<file path="config.mk">
export PLATFORM = sky130hd
export DESIGN_NAME = line_refill_unit
export DESIGN_NICKNAME = d
export VERILOG_FILES = /design/src/rtl/line_refill_unit.sv
export SDC_FILE = /design/constraint.sdc
export NUM_CORES = 1
export LEC_CHECK = 0
export ABC_AREA = 1
export CAP_MARGIN = 15
export CORE_AREA = 2 2 180 182
export CTS_BUF_LIST = sky130_fd_sc_hd__clkbuf_8
export DETAILED_ROUTE_END_ITERATION = 10
export DIE_AREA = 0 0 182 184
export PLACE_DENSITY = 0.64
export SLEW_MARGIN = 40
export SYNTH_ARGS = -nofsm -noshare
export SYNTH_HDL_FRONTEND = slang
export SYNTH_SLANG_ARGS = --single-unit
</file>
<file path="constraint.sdc">
create_clock -name clk_i -period 2.3 [get_ports clk_i]
set_clock_uncertainty 0.1 [all_clocks]
set_input_delay 0.345 -clock clk_i [delete_from_list [all_inputs] [get_ports clk_i]]
set_output_delay 0.345 -clock clk_i [all_outputs]
set_load 0.01 [all_outputs]
</file>
<file path="src/rtl/line_refill_unit.sv">
// line_refill_unit: producer side of the fetch line buffer.
// Holds the current I-cache line (data, line-aligned PC, valid) and the
// address of the last issued line request (prev_pc_o). On a miss it issues
// one request to the I-cache, captures the response, and drops any
// response that belongs to a request overtaken by a flush. At most one
// request is outstanding.
//
// Optional build macro: LRU_PERF_CNT_EN enables the request/drop counters.
// Without it, req_cnt_o and drop_cnt_o read as zero.
//
// state   | meaning
// --------+-----------------------------------------------------------
// IDLE    | no request outstanding, a new miss may be accepted
// REQ     | request presented to the I-cache, waiting for req_ready_i
// WAIT    | request accepted, response will be written into the line
// DISCARD | request accepted but flushed, response will be thrown away

module line_refill_unit #(
    parameter int XLEN     = 32,
    parameter int LINE_OFS = 4,
    parameter int LINE_W   = 8 << LINE_OFS
) (
    input  logic              clk_i,
    input  logic              rst_n_i,
    input  logic              flush_i,
    input  logic              pc_valid_i,
    input  logic [XLEN-1:0]   pc_i,
    input  logic              here_i,
    input  logic              will_be_here_i,
    output logic [XLEN-1:0]   line_pc_o,
    output logic              line_valid_o,
    output logic [LINE_W-1:0] line_data_o,
    output logic [XLEN-1:0]   prev_pc_o,
    output logic              busy_o,
    output logic              req_valid_o,
    input  logic              req_ready_i,
    output logic [XLEN-1:0]   req_addr_o,
    input  logic              resp_valid_i,
    input  logic [LINE_W-1:0] resp_data_i,
    output logic [31:0]       req_cnt_o,
    output logic [31:0]       drop_cnt_o
);

    typedef enum logic [1:0] {
        S_IDLE    = 2'd0,
        S_REQ     = 2'd1,
        S_WAIT    = 2'd2,
        S_DISCARD = 2'd3
    } state_e;

    state_e            state_q, state_d;
    logic              drop_q, drop_d;
    logic [XLEN-1:0]   prev_pc_q, prev_pc_d;
    logic [XLEN-1:0]   line_pc_q, line_pc_d;
    logic              line_valid_q, line_valid_d;
    logic [LINE_W-1:0] line_data_q, line_data_d;

    logic [XLEN-1:0]   pc_line;
    logic              busy;
    logic              miss;
    logic              req_accept;
    logic              resp_drop;

    assign pc_line    = {pc_i[XLEN-1:LINE_OFS], {LINE_OFS{1'b0}}};
    assign busy       = (state_q != S_IDLE);
    assign miss       = pc_valid_i & ~here_i & ~(will_be_here_i & busy) & ~flush_i;
    assign req_accept = (state_q == S_REQ) & req_ready_i;

    // State and line registers; reset clears everything, including any
    // knowledge of an in-flight request (the I-cache resets alongside).
    always_ff @(posedge clk_i or negedge rst_n_i) begin
        if (!rst_n_i) begin
            state_q      <= S_IDLE;
            drop_q       <= 1'b0;
            prev_pc_q    <= '0;
            line_pc_q    <= '0;
            line_valid_q <= 1'b0;
            line_data_q  <= '0;
        end else begin
            state_q      <= state_d;
            drop_q       <= drop_d;
            prev_pc_q    <= prev_pc_d;
            line_pc_q    <= line_pc_d;
            line_valid_q <= line_valid_d;
            line_data_q  <= line_data_d;
        end
    end

    // Next-state logic; the old line stays readable until a response lands.
    always_comb begin
        state_d      = state_q;
        drop_d       = drop_q;
        prev_pc_d    = prev_pc_q;
        line_pc_d    = line_pc_q;
        line_valid_d = line_valid_q;
        line_data_d  = line_data_q;
        resp_drop    = 1'b0;

        case (state_q)
            S_IDLE: begin
                if (miss) begin
                    prev_pc_d = pc_line;
                    drop_d    = 1'b0;
                    state_d   = S_REQ;
                end
            end
            S_REQ: begin
                // The request is never withdrawn; a flush only marks its
                // response as unwanted.
                if (req_ready_i) begin
                    state_d = (flush_i | drop_q) ? S_DISCARD : S_WAIT;
                    drop_d  = 1'b0;
                end else if (flush_i) begin
                    drop_d = 1'b1;
                end
            end
            S_WAIT: begin
                if (flush_i) begin
                    resp_drop = resp_valid_i;
                    state_d   = resp_valid_i ? S_IDLE : S_DISCARD;
                end else if (resp_valid_i) begin
                    line_data_d  = resp_data_i;
                    line_pc_d    = prev_pc_q;
                    line_valid_d = 1'b1;
                    state_d      = S_IDLE;
                end
            end
            S_DISCARD: begin
                if (resp_valid_i) begin
                    resp_drop = 1'b1;
                    state_d   = S_IDLE;
                end
            end
            default: state_d = S_IDLE;
        endcase

        if (flush_i) begin
            line_valid_d = 1'b0;
        end
    end

`ifdef LRU_PERF_CNT_EN
    logic [31:0] req_cnt_q;
    logic [31:0] drop_cnt_q;
    logic        unused_pc_bits;

    assign unused_pc_bits = ^pc_i[LINE_OFS-1:0];

    // Free-running wrap-around counters, deliberately untouched by flush.
    always_ff @(posedge clk_i or negedge rst_n_i) begin
        if (!rst_n_i) begin
            req_cnt_q  <= '0;
            drop_cnt_q <= '0;
        end else begin
            req_cnt_q  <= req_cnt_q + {31'd0, req_accept};
            drop_cnt_q <= drop_cnt_q + {31'd0, resp_drop};
        end
    end

    assign req_cnt_o  = req_cnt_q;
    assign drop_cnt_o = drop_cnt_q;
`else
    logic unused_bits;

    assign unused_bits = ^{pc_i[LINE_OFS-1:0], req_accept, resp_drop};
    assign req_cnt_o   = '0;
    assign drop_cnt_o  = '0;
`endif

    assign line_pc_o    = line_pc_q;
    assign line_valid_o = line_valid_q;
    assign line_data_o  = line_data_q;
    assign prev_pc_o    = prev_pc_q;
    assign busy_o       = busy;
    assign req_valid_o  = (state_q == S_REQ);
    assign req_addr_o   = prev_pc_q;

    // A response with nothing accepted is an I-cache protocol error; the
    // FSM ignores it.
    a_resp_only_when_expected : assert property (
        @(posedge clk_i) disable iff (!rst_n_i)
        resp_valid_i |-> (state_q == S_WAIT || state_q == S_DISCARD)
    );

endmodule
</file>
### Yosys cells after proc, flatten, opt, wreduce, memory -nomap -nowiden

Cells that the tools add are included.

* output and inout bits: 291
* memories: 0
* register bits: 188
* latch bits: 0
* memory bits (writable): 0
* bits in read-only memories: 0

* multiply operators: 0
* reduce and logical (&&, ||, !) cells: 10
* bitwise gates (word level): 8
* magnitude comparators: 0
* eq/ne operators: 6
* divide/modulo/power cells: 0
* add/subtract/negate cells: 0
* multiplexer cells: 14
* shift-type cells: 0

Operators by type and width (count)
* $mux W2: 5
* $pmux W2 S4: 1
* $reduce_bool A2 Y1: 4
* $mux W1: 7
* $reduce_and A2 Y1: 3
* $reduce_and A3 Y1: 2
* $and A1 B1 Y1: 4
* $eq A2 B2 Y1 const B: 2
* $ne A3 B2 Y1 const B: 1
* $not A1 Y1: 3
* $eq A2 B1 Y1 const B: 1
* $logic_not A2 Y1: 1
* $ne A2 B1 Y1 const B: 1
* $ne A2 B2 Y1 const B: 1
* $pmux W1 S2: 1
* $or A1 B1 Y1: 1

### Longest topological paths before layout

* word-level depth: 7
* gate-level depth with buffers: 7

### Least setup slack after synthesis

OpenSTA, ideal clock, no wires.

* path type: reg-to-reg
* start: register state_q[0]
* end: register prev_pc_q[10], in the netlist prev_pc_o[10]
* slack: 1.018 ns
* cell stages (with the launch flop): 7
* arrival time: 1.051 ns
* data required time: 2.069 ns
* cell sequence: dfrtp_1 > nor2_2 > nand3_2 > buf_4 > buf_6 > nand2_1 > o21ai_0

* word-level cells in the longest chain between the ends: 6

Ends and longest elaborated chain
* start, declared: RTL line 51 `state_e state_q, state_d;`
* start signal, assigned: RTL line 80 `state_q <= state_d;`
* $reduce_bool A2 Y1: RTL line 65 `assign busy = (state_q != S_IDLE);`
* $and A1 B1 Y1: RTL line 66 `assign miss = pc_valid_i & ~here_i & ~(will_be_here_i & busy) & ~flush_i;`
* $not A1 Y1: RTL line 66
* $and A1 B1 Y1 (2 in a row): RTL line 66
* $reduce_and A2 Y1 (no source line) (*)
* end signal, assigned: RTL line 82 `prev_pc_q <= prev_pc_d;`
* end, declared: RTL line 53 `logic [XLEN-1:0] prev_pc_q, prev_pc_d;`

Every way passes the cells marked *; elsewhere a longest branch is shown, timed or not.
A chain may end at the register's enable or synchronous reset.

### Worst setup path after layout

* start: register state_q[0]
* end: output port busy_o

* word-level cells in the longest chain between the ends: 1

Ends and longest elaborated chain
* $reduce_bool A2 Y1: RTL line 65
* end, declared: RTL line 34 `output logic busy_o,`

No other way between the ends.

==> flow_results.org <==
** Status
- Result of the run :: completed

** Finish
- Of the cells placed in the final design, the portion with a size suffix greater than 1 is 0.0607.
- Nets@finish :: between 1,000 and 1,500
- Counting the fill cells in the layout gives roughly 3,200.
- After routing the design area is roughly 0.013 sq mm.
- Non-Filler Instances :: 1,687
- Leaving out fill and tap cells, the most frequent cell in the layout is clkdlybuf4s50_1.
- Relative to the synthesized area, the layout overhead comes to 50.9%.
- Count of antenna diodes in the layout :: 0
- In the layout the commonest cells are clkdlybuf4s50_1 (375), nand2_1 (349), dfrtp_1 (188), nand3_1 (158), conb_1 (76).

** Setup path
- Register-to-register path setup slack :: 0.63 ns
- The worst setup path is captured at a primary output.
- Measured in cells, the most critical reg-to-reg path has a length of 5.
- Worst setup path start :: state_q[0]
- The most critical setup path has its endpoint at busy_o.
- Critical path class :: reg -> out
- In this run the worst path has a maximum fanout of 3.
- Req. time, crit path :: around 1.9 ns
- STA classifies the critical path startpoint as a register.
- Reg-to-Reg Start :: state_q[0]
- For the worst setup path, the data arrival time is between 1.5 and 2 ns.
- Critical register-to-register path endpoint :: line_data_o[9]

** Worst hold path
- The worst hold path was traced through 3 stages.
- The worst hold path belongs to the class in -> reg.
- Min-Delay Startpoint :: resp_data_i[96]

** Drt
- Total via count in the routed design :: just over 7,000
- Vias per std cell :: between 4 and 5
- After detailed routing, the average wire length per cell comes to about 15 um.
- Wires add up to between 20 and 30 mm.
- For this run, design rule violations remaining after detail routing come to 0.
- The detail route stage leaves a number of antenna-violating nets equal to 0.
- After the first detailed-routing iteration, the DRC count stood at between 300 and 400.
- Before antenna repair, the detailed router went through 4 iterations.

** CTS
- Clock-pin slew was measured on the worst setup and hold paths at 0.12 ns.
- Clock root buffer :: clkbuf_8
- Clock network latency to the later pin of the worst-skew pair :: 0.47 ns
- H-tree level count :: 4
- For this design, the sink count on the clock tree is about 190.
- TritonCTS built the clock tree.
- TritonCTS buffer count :: 17
- Clk buf depth :: 2

** STA
- Least-Margin Pin Slew :: about 0.63 ns
- Headroom to the max-slew limit came out at 0.580.
- Setup-violating endpoint count in the final report :: 0
- Final cycle utilization of the critical path :: 0.921
- Final slew viol count :: 0
- Timing would allow up to around 470 MHz.
- Setup repair after global routing left no endpoint under its margin.
- Hold is met by 0.311 ns.
- Post-route setup TNS :: 0 ns
- The routed design could run at a clock period as short as about 2.1 ns.
- The number of hold violations in the final report was 0.

** Placed design
- In this run, placement finished with an instance count of between 1,500 and 2,000.
- Detailed placement finished with a half-perimeter wire length of approximately 19 mm.
- The count of buffers added on input and output ports is about 380.
- Final weighted congestion in routability-driven placement :: slightly above 0.8
- Area of placed instances :: between 0.01 and 0.015 sq mm

** Global routing
- Across every metal layer, demand over resource in global routing totals 0.149.
- Remaining Overflow, GRT :: 0
- Pin count of the biggest net entering global routing :: around 130
- The via count of the first global-routing pass was 6,711.
- The first global-routing pass estimated roughly 40 mm of wire.
- Antenna violations before repair :: 0

** Synthesis
- Post-synthesis instance area :: around 0.0083 sq mm
- Distinct cell type count of the synthesized netlist :: 20
- Cell type with the largest total area after synthesis :: dfrtp_1
- After synthesis, the largest family of logic cells by area is simple AND/OR/NAND/NOR gates.
- Of the total synthesized cell area, the portion taken by XOR and XNOR cells is 0.
- Proportion of synthesized chip area in sequential cells :: 0.565
- Number of instances in the synthesized netlist :: between 900 and 1,000
- After synthesis the netlist holds a flip-flop and latch count of ~190.
- Synth area leaders :: dfrtp_1 (56%), nand2_1 (16%), buf_4 (11%)
- Top-area cell type share of the netlist area :: 0.565
- After synthesis, the share of cell area in mux cells is 0.
- Averaged over all synthesized cells, the footprint is 8.95 sq um.
- Fraction of the mapped netlist area in adder cells :: 0
- Number of warnings printed during yosys synthesis :: 0
- Fraction of the mapped netlist area in simple logic gates :: 0.258
- Fraction of the mapped netlist area in compound gates :: 0.0234

** Power and ir drop
- For this design the static power due to leakage is about 6.1 nW.
- IR analysis of the VDD net gives a maximum drop of 0.469 mV.
- Power Dens Cells :: approximately 1200 mW/mm^2

** Floorplanning
- Area of the die :: 0.0335 sq mm
- Die extent in x :: between 150 and 200 um
- In this run the count of I/O pins placed on the die edge is about 460.
- Effective utilization at floorplan :: 0.265
- Count of standard-cell rows :: 65
- From bottom edge to top edge, the die measures ~180 um.
- The region available for standard cell placement spans approximately 0.031 sq mm.

** Job
- Max-cap violations in this run came to 0.
-- worst min path at each step --
| stage | to |
|---|---|
| floorplan | drop_q |
| global placement | line_data_o[49] |
| detailed placement | line_data_o[53] |
| CTS | line_data_o[96] |
| global route | line_data_o[39] |
| finish | line_data_o[96] |
-- cells in the mapped netlist --
library cell    n
nand2_1       349
nand3_2         1
dfrtp_1       188
clkbuf_1        3
o21bai_1        1
nand2_2         1
buf_2          30
nor2_2          2
inv_2           1
buf_6           6
conb_1          1
inv_1          35
nand3_1       158
nor2_1          2
buf_4         121
a21oi_1         1
buf_1           1
o21ai_2        10
nor2_4          1
o21ai_0        19
-- logic make-up after synthesis --
group                  Yosys count
flip-flops                     188
buffers and inverters          197
other                            1
AO/OA/AOI/OAI                   31
AND/OR/NAND/NOR                514
-- per-stage QoR --
step           power [W]  worst slack [ns]   util
2_1_floorplan    0.00856              1.02      -
3_3_place_gp      0.0126             0.319  0.388
3_5_place_dp      0.0127             0.327  0.388
4_1_cts           0.0151            0.0395  0.400
5_1_grt           0.0158            0.0775  0.400
6_report          0.0148             0.183  0.400
-- power breakdown --
group,internal [W],switching [W]
registers,0.00471,0.000920
clock network,0.000909,0.00134
logic,0.00380,0.00315
-- flip-flops by register name, summed over array words and instances, names as in the netlist --
signal	flops
line_data_o	128
line_pc_o	28
prev_pc_o	28
state_q	2
drop_q	1
line_valid_o	1
-- critical path: stages (launching register included) --
cell and delay (ns):
dfrtp_1 0.45, nor2_2 0.21, inv_1 0.06, clkdlybuf4s50_1 0.48
-- cell type report --
cell class | count | area [sq um] | share of cell area
clock inverters | 14 | 130 | 0.0104
well taps | 402 | 503 | 0.0400
flip-flops and latches | 188 | 4700 | 0.374
clock buffers | 18 | 248 | 0.0197
multi-input cells | 621 | 2650 | 0.210
inverters | 36 | 138 | 0.0109
repair buffers | 408 | 4200 | 0.334
-- routing by layer --
metal	part of all wire	GRT usage	up-vias
li1	-	-	3424
met1	0.42	0.188	3389
met2	0.51	0.254	247
met3	0.060	0.0351	18
met4	0.013	0.0445	0
met5	0	0	-
-- repair_timing --
item | 4_1_cts | 5_1_grt
resized for setup | 1 | 1
setup endpoints to repair | 1 | 1
hold endpoints to repair | 51 | 0
hold buffers | 1 | 0
setup buffers | 0 | 0
(Power assumes the default switching activity.)
